--- config.mk ---
export PLATFORM = sky130hd
export DESIGN_NAME = divmmc_spi_flat
export DESIGN_NICKNAME = d
export VERILOG_FILES = /design/src/rtl/divmmc_spi_if.sv /design/src/rtl/divmmc_spi.sv /design/src/flat_wrapper.sv
export SDC_FILE = /design/constraint.sdc
export NUM_CORES = 1
export LEC_CHECK = 0
export ABC_AREA = 0
export BUFFER_PORTS_ARGS = -buffer_cell sky130_fd_sc_hd__buf_2
export CORE_UTILIZATION = 53
export DETAILED_ROUTE_END_ITERATION = 10
export PLACE_DENSITY = 0.77
export SLEW_MARGIN = 15
export SYNTH_ARGS = -nofsm -noshare
export SYNTH_HDL_FRONTEND = slang
export SYNTH_SLANG_ARGS = --single-unit
--- constraint.sdc ---
create_clock -name clock -period 1.7 [get_ports clock]
set_input_delay 0.17 -clock clock [delete_from_list [all_inputs] [get_ports clock]]
set_output_delay 0.17 -clock clock [all_outputs]
set_load 0.01 [all_outputs]
--- src/rtl/divmmc_spi_if.sv ---
// Z80-side and pin-side signal bundle for the DivMMC SPI master.
// Build option DIVMMC_SPI_RDTRIG_EN adds the read-triggered exchange strobe rd.
interface divmmc_spi_if;
  logic       ce;
  logic       csWr;
  logic       csD;
  logic       wr;
  logic [7:0] d;
  logic [7:0] q;
  logic       busy;
  logic       cs;
  logic       ck;
  logic       mosi;
  logic       miso;
`ifdef DIVMMC_SPI_RDTRIG_EN
  logic       rd;
`endif

  // master: port decode plus the card pins feeding back into the core
  modport master (
`ifdef DIVMMC_SPI_RDTRIG_EN
    output rd,
`endif
    output ce, csWr, csD, wr, d, miso,
    input  q, busy, cs, ck, mosi
  );

  modport slave (
`ifdef DIVMMC_SPI_RDTRIG_EN
    input  rd,
`endif
    input  ce, csWr, csD, wr, d, miso,
    output q, busy, cs, ck, mosi
  );
endinterface

--- src/rtl/divmmc_spi.sv ---
// SPI mode-0 master for the DivMMC SD port: each data write runs one 8-bit exchange.
// Build option DIVMMC_SPI_RDTRIG_EN lets a data-port read start an 8'hFF read-ahead exchange.
module divmmc_spi #(
  parameter bit MOSI_IDLE = 1'b1,
  parameter bit CS_RESET  = 1'b1
) (
  input logic        clock,
  input logic        reset,
  divmmc_spi_if.slave bus
);

  typedef enum logic {IDLE, XFER} state_t;

  state_t     state;
  logic [3:0] cnt;
  logic [7:0] txs;
  logic [7:0] rxs;
  logic [7:0] q_r;
  logic       busy_r;
  logic       cs_r;
  logic       ck_r;
  logic       mosi_r;

  logic       start;
  logic [7:0] tx_byte;

`ifdef DIVMMC_SPI_RDTRIG_EN
  // wr has priority over rd; a read-triggered exchange clocks out all ones
  assign start   = bus.wr | bus.rd;
  assign tx_byte = bus.wr ? bus.d : 8'hFF;
`else
  assign start   = bus.wr;
  assign tx_byte = bus.d;
`endif

  always_ff @(posedge clock) begin
    if (reset) begin
      state  <= IDLE;
      cnt    <= 4'd0;
      txs    <= 8'd0;
      rxs    <= 8'd0;
      q_r    <= 8'hFF;
      busy_r <= 1'b0;
      cs_r   <= CS_RESET;
      ck_r   <= 1'b0;
      mosi_r <= MOSI_IDLE;
    end else begin
      // chip select is independent of the exchange engine
      if (bus.csWr)
        cs_r <= bus.csD;

      case (state)
        IDLE: begin
          if (start) begin
            txs    <= tx_byte;
            mosi_r <= tx_byte[7];
            cnt    <= 4'd0;
            busy_r <= 1'b1;
            state  <= XFER;
          end
        end

        XFER: begin
          if (bus.ce) begin
            if (!cnt[0]) begin
              ck_r <= 1'b1;
              rxs  <= {rxs[6:0], bus.miso};
              cnt  <= cnt + 4'd1;
            end else if (cnt == 4'd15) begin
              // rxs already holds all eight rising-edge samples here
              ck_r   <= 1'b0;
              mosi_r <= MOSI_IDLE;
              q_r    <= rxs;
              busy_r <= 1'b0;
              cnt    <= 4'd0;
              state  <= IDLE;
            end else begin
              ck_r   <= 1'b0;
              txs    <= {txs[6:0], 1'b0};
              mosi_r <= txs[6];
              cnt    <= cnt + 4'd1;
            end
          end
        end

        default: state <= IDLE;
      endcase
    end
  end

  assign bus.q    = q_r;
  assign bus.busy = busy_r;
  assign bus.cs   = cs_r;
  assign bus.ck   = ck_r;
  assign bus.mosi = mosi_r;

endmodule
--- src/flat_wrapper.sv ---
// flat-port wrapper written by rule: the top's interface ports become plain ports
module divmmc_spi_flat 
#(
  parameter bit MOSI_IDLE = 1'b1,
  parameter bit CS_RESET  = 1'b1
)
  (clock, reset, bus_ce, bus_csWr, bus_csD, bus_wr, bus_d, bus_miso, bus_q, bus_busy, bus_cs, bus_ck, bus_mosi);
  divmmc_spi_if bus_i ();
  input logic clock;
  input logic reset;
  input wire logic [$bits(bus_i.ce)-1:0] bus_ce;
  input wire logic [$bits(bus_i.csWr)-1:0] bus_csWr;
  input wire logic [$bits(bus_i.csD)-1:0] bus_csD;
  input wire logic [$bits(bus_i.wr)-1:0] bus_wr;
  input wire logic [$bits(bus_i.d)-1:0] bus_d;
  input wire logic [$bits(bus_i.miso)-1:0] bus_miso;
  output wire logic [$bits(bus_i.q)-1:0] bus_q;
  output wire logic [$bits(bus_i.busy)-1:0] bus_busy;
  output wire logic [$bits(bus_i.cs)-1:0] bus_cs;
  output wire logic [$bits(bus_i.ck)-1:0] bus_ck;
  output wire logic [$bits(bus_i.mosi)-1:0] bus_mosi;
  assign bus_i.ce = bus_ce;
  assign bus_i.csWr = bus_csWr;
  assign bus_i.csD = bus_csD;
  assign bus_i.wr = bus_wr;
  assign bus_i.d = bus_d;
  assign bus_i.miso = bus_miso;
  assign bus_q = bus_i.q;
  assign bus_busy = bus_i.busy;
  assign bus_cs = bus_i.cs;
  assign bus_ck = bus_i.ck;
  assign bus_mosi = bus_i.mosi;
  divmmc_spi #(.MOSI_IDLE(MOSI_IDLE), .CS_RESET(CS_RESET)) u_core (.clock(clock), .reset(reset), .bus(bus_i));
endmodule
== Word level (Yosys, flattened, before mapping) ==
Index checks and enable logic that the tools add are counted.

* Register bits: 32
* Output and inout bits: 12
* Word-level logic and storage cells: 51

* $add $sub $neg: 1
* Eq/ne operators: 6
* Multiplexer cells: 26
* Bitwise logic cells: 2
* Reductions and logical operators: 7

{| class="wikitable"
|+ Operator list
! operator !! number
|-
| 7-bit 2-to-1 mux || 4
|-
| 4-bit 2-to-1 mux || 4
|-
| 7-bit case mux with 2 select lines || 1
|-
| 1-bit 2-to-1 mux || 13
|-
| 4-bit AND reduction || 3
|-
| 2-bit != test (second input constant) || 5
|-
| 4-bit case mux with 2 select lines || 1
|-
| 1-bit case mux with 2 select lines || 3
|-
| 3-bit AND reduction || 2
|-
| 4-bit by 1-bit adder with 4-bit output (second input constant) || 1
|-
| 4-bit equality test (second input constant) || 1
|-
| 2-bit AND reduction || 2
|-
| 1-bit NOT || 2
|}

== Longest topological paths before layout ==
* Word-level depth: 5
* Gate-level depth with buffers: 6
* Gate-level depth less buffers: 4

== Worst setup path before layout ==
Ideal clock, no wire load.

* Path kind: reg2reg
* Start: register u_core.cnt[0]
* End: register u_core.txs[0]
* Data arrival time: 1.336 ns
* Required time: 1.584 ns
* Slack: 0.248 ns
* Cell stages (with the launch flop): 6
* Path buffers: 1
* Cells stage by stage: dfxtp_1 ha_1 and4_1 clkbuf_1 a21o_1 a31o_2

* Word-level cells in the longest chain between the ends: 3
* Elaborated cells between the ends (all ways): 4
* Classes of those cells: eq/ne (3); reduce/logical (1)

{| class="wikitable"
|+ RTL lines
! what !! line !! source
|-
| from (decl) || divmmc_spi.sv:15 || <nowiki>logic [3:0] cnt;</nowiki>
|-
| from (signal assigned) || divmmc_spi.sv:68 || <nowiki>cnt <= cnt + 4'd1;</nowiki>
|-
| from (signal assigned) || divmmc_spi.sv:81 || <nowiki>cnt <= cnt + 4'd1;</nowiki>
|-
| 4-bit equality test || divmmc_spi.sv:69 || <nowiki>end else if (cnt == 4'd15) begin</nowiki>
|-
| 2-bit != test (no line) || - ||
|-
| 4-bit AND reduction (no line) (*) || - ||
|-
| to (signal assigned) || divmmc_spi.sv:55 || <nowiki>txs <= tx_byte;</nowiki>
|-
| to (signal assigned) || divmmc_spi.sv:79 || <nowiki>txs <= {txs[6:0], 1'b0};</nowiki>
|-
| to (decl) || divmmc_spi.sv:16 || <nowiki>logic [7:0] txs;</nowiki>
|}

Mark *: on every way between the ends. The rest lies on a longest branch, timed or not.
A chain may end at the register's enable or synchronous reset.

== Worst setup path in the final report ==
* Start: register u_core.cnt[0]
* End: register u_core.txs[5]

The elaborated chain is that of the path after synthesis.

==> impl_metrics.yaml <==
outcome:
  result_of_the_run: "completed"
yosys:
  synthesis.nets: 151
  postSynthRegisterBits: 32
  most_used_dff_post_synth: "dfxtp_1"
  edff_count_synth: 0
  mapped_cells: 135
  yosys.cell_types.count: 35
  most_area_hungry_cell_type_in_the_yosys_netlist: "dfxtp_1"
  synth.top_cell.area_share_pct: 47.1
  synth_seq_area_share_pct: 47.1
  post_synth.cell_area_avg_um2: 10.1
  async_flop_share_pct: 0
  warning_count_from_the_yosys_run: 0
  synth_most_common_cell: "dfxtp_1"
  netlist_area_um2: 1360
  post_synth_most_frequent_cells: "dfxtp_1, mux2i_1, nor2_1, and3_1, a211o_1"
  top_cells_by_area_in_the_synthesized_netlist: "dfxtp_1, mux2i_1, a211o_1, and3_1, nor2_1"
drt:
  drt-total-wl_um: 2670
  drt_pass1_iterations: 4
  drtAntennaViolNets: 0
  drc: 0
  post_drt_via_cell_ratio: 5.86
  initial_drc_count: 19
  via_count: 1113
  wire_per_inst_um: 14.0
cells_and_area:
  area.sequential_um2: 642
  n_fill_cell: 198
  postLayoutCoreUtil_pct: 67.6
  diodes: 0
  area_growth_pct: 15.3
  final_nets: 177
  layoutNonFillerInstCount: 190
  post_route_cells_drive_above_1_share_pct: 30.2
  multiInputGateArea_um2: 652
sta:
  final.setup.worst_slack_ns: 0.158
  max-slew-margin-rel_pct: 72.5
  ratio_of_final_minimum_period_to_clock_period_pct: 90.7
  setup-violations-final: 0
  timing_worst_slew_pin_value_ns: 0.402
  finalCriticalPeriod_ns: 1.54
  grt_setup_unrepaired: "false"
  fin_tns_setup_ns: 0
  hold_viol: 0
  maxSlewViolCount: 0
  f_max_mhz: 649
  timing.clock.skew_ns: 0.00512
grt:
  grt_start_max_net_pins: 31
  gr-usage-all-layers_pct: 21.9
  antenna_violations_before_repair: 0
  grt.overflow.total: 0
  grt_pass1_vias: 990
  grt_pass1_wl_um: 4240
cts:
  clockBufferDepth: 2
  cts.repair_timing.setup_buffer_count: 0
  numCtsBuffers: 5
  clk_pin_slew_worst_paths_ns: 0.10
  htree_levels: 2
  worstSkewPairLatency_ns: 0.33
  cts_sinks: 32
  tritoncts: "built"
  post_cts_hold_buffers: 0
  cts-resized-gates: 0
  cts_root_buf: "clkbuf_4"
worst_setup_path:
  crit_arrival_ns: 1.83
  crit_type: "reg2reg"
  required_ns: 1.99
  cp_capture_type: "flop"
  cp_startpoint_kind: "flop"
  critical_path.max_fanout: 7
die:
  die_boundary_width_um: 52.6
  core_area_um2: 2320
  num_io_pins: 27
  placement_rows: 17
  fp.dieArea_um2: 2770
  initial_utilization_pct: 58.6
  die_height_um: 52.6
power:
  post_layout_power_uw: 1380
  p_clk_share_pct: 33.6
  p_sw_share_pct: 24.8
  power.sequential.fraction_pct: 57.2
  combinational_cell_fraction_of_total_power_pct: 9.2
  leakagePower_uw: 0.000692
  ir_drop_mv: 0.771
  internal_power_uw: 1040
  power.density_cell_area_nw_per_um2: 879
  power.switching_uw: 342
flow_run:
  cap_violations: 0
min_path:
  worst_hold_path_type: "in2reg"
placed_design:
  buffer_ports.inserted: 26
  dp.cells: 182
  gp_congestion: 0.871
  detailedPlace.worstSlack_ns: 0.0735
  place.detailed.hpwl_um: 1920
## sequential cells by signal, summed over array words and instances, names as in the netlist
register / cells
u_core.txs: 7
u_core.state: 1
u_core.bus.busy: 1
u_core.bus.cs: 1
u_core.bus.mosi: 1
u_core.rxs: 8
u_core.cnt: 4
u_core.bus.q: 8
u_core.bus.ck: 1
## cell type report
type	instances	area share (%)
clock buffers	7	3.51
flip-flops and latches	32	41.0
repair buffers	31	10.7
clock inverters	1	0.479
well taps	28	2.24
multi-input cells	89	41.6
inverters	2	0.479
## worst paths after layout
path	from	depth (start not counted)	endpoint	slack (ns)
worst max-delay path	u_core.cnt[0]	4	u_core.txs[5]	0.16
worst min-delay path	bus_csD	3	u_core.bus.cs	0.05
worst max register to register	u_core.cnt[0]	4	u_core.txs[5]	0.16
worst min register to register	u_core.txs[6]	2	u_core.txs[6]	0.47
## worst max-delay path, cell delays in order (launching register included)
cell,delay [ns]
dfxtp_1,0.37
ha_1,0.25
and4_1,0.28
a2111oi_0,0.44
a31o_2,0.16
## cell families after synthesis
group / after synthesis / synth area share [%]
buffers and inverters: 14 / 5.06
AND/OR/NAND/NOR: 39 / 15.1
flip-flops: 32 / 47.1
adder cells (fa/ha/maj): 1 / 0.921
multiplexers: 16 / 11.9
AO/OA/AOI/OAI: 33 / 19.9
## power by group through the flow
stage	clock network [uW]	registers [uW]	logic, uW
4_1_cts	485	787	127
3_5_place_dp	0	805	127
3_3_place_gp	0	803	125
5_1_grt	513	791	139
6_report	463	788	127
2_1_floorplan	0	802	89.5
## metal layers
| metal | wire [um] | track usage, % | vias up | share of wire (%) |
|---|---|---|---|---|
| li1 | - | - | 559 | - |
| met1 | 1150 | 22.9 | 531 | 43 |
| met2 | 1370 | 36.1 | 18 | 51 |
| met3 | 111 | 9.86 | 5 | 4.2 |
| met4 | 36 | 12.3 | 0 | 1.3 |
| met5 | 0 | 0 | - | 0 |
## cell usage in the layout, fill, tap and decap left out
cell type   count
a32oi_1         1
o21ai_0         2
a2111oi_0       4
a2111oi_2       1
buf_2          26
a211o_1         8
nand3b_1        1
a311oi_1        1
and3_1         10
a31oi_1         1
nand3_1         1
a211oi_1        3
clkbuf_4        5
nor2_1         13
clkinvlp_4      1
nand2b_1        1
clkbuf_1        1
mux2i_1        15
a31o_2          5
a21oi_1         3
and4_1          1
ha_1            1
mux2_2          1
inv_1           2
and2_1          1
clkbuf_8        1
a31o_1          1
nand3_2         1
buf_4           5
or3_1           1
dfxtp_2         1
a21o_1          1
nor3_1          2
nor2b_1         1
a2111oi_1       1
nand2_2         1
and3_2          1
a32o_1          1
nand2_1         4
dfxtp_1        31
## through the flow
stage	area [um^2]	hold slack, ns
2_1_floorplan	1360	0.298
3_3_place_gp	1500	0.388
3_5_place_dp	1500	0.397
4_1_cts	1560	0.0352
5_1_grt	1570	0.0455
6_report	1570	0.0539
Power figures use the tool's default switching activity.
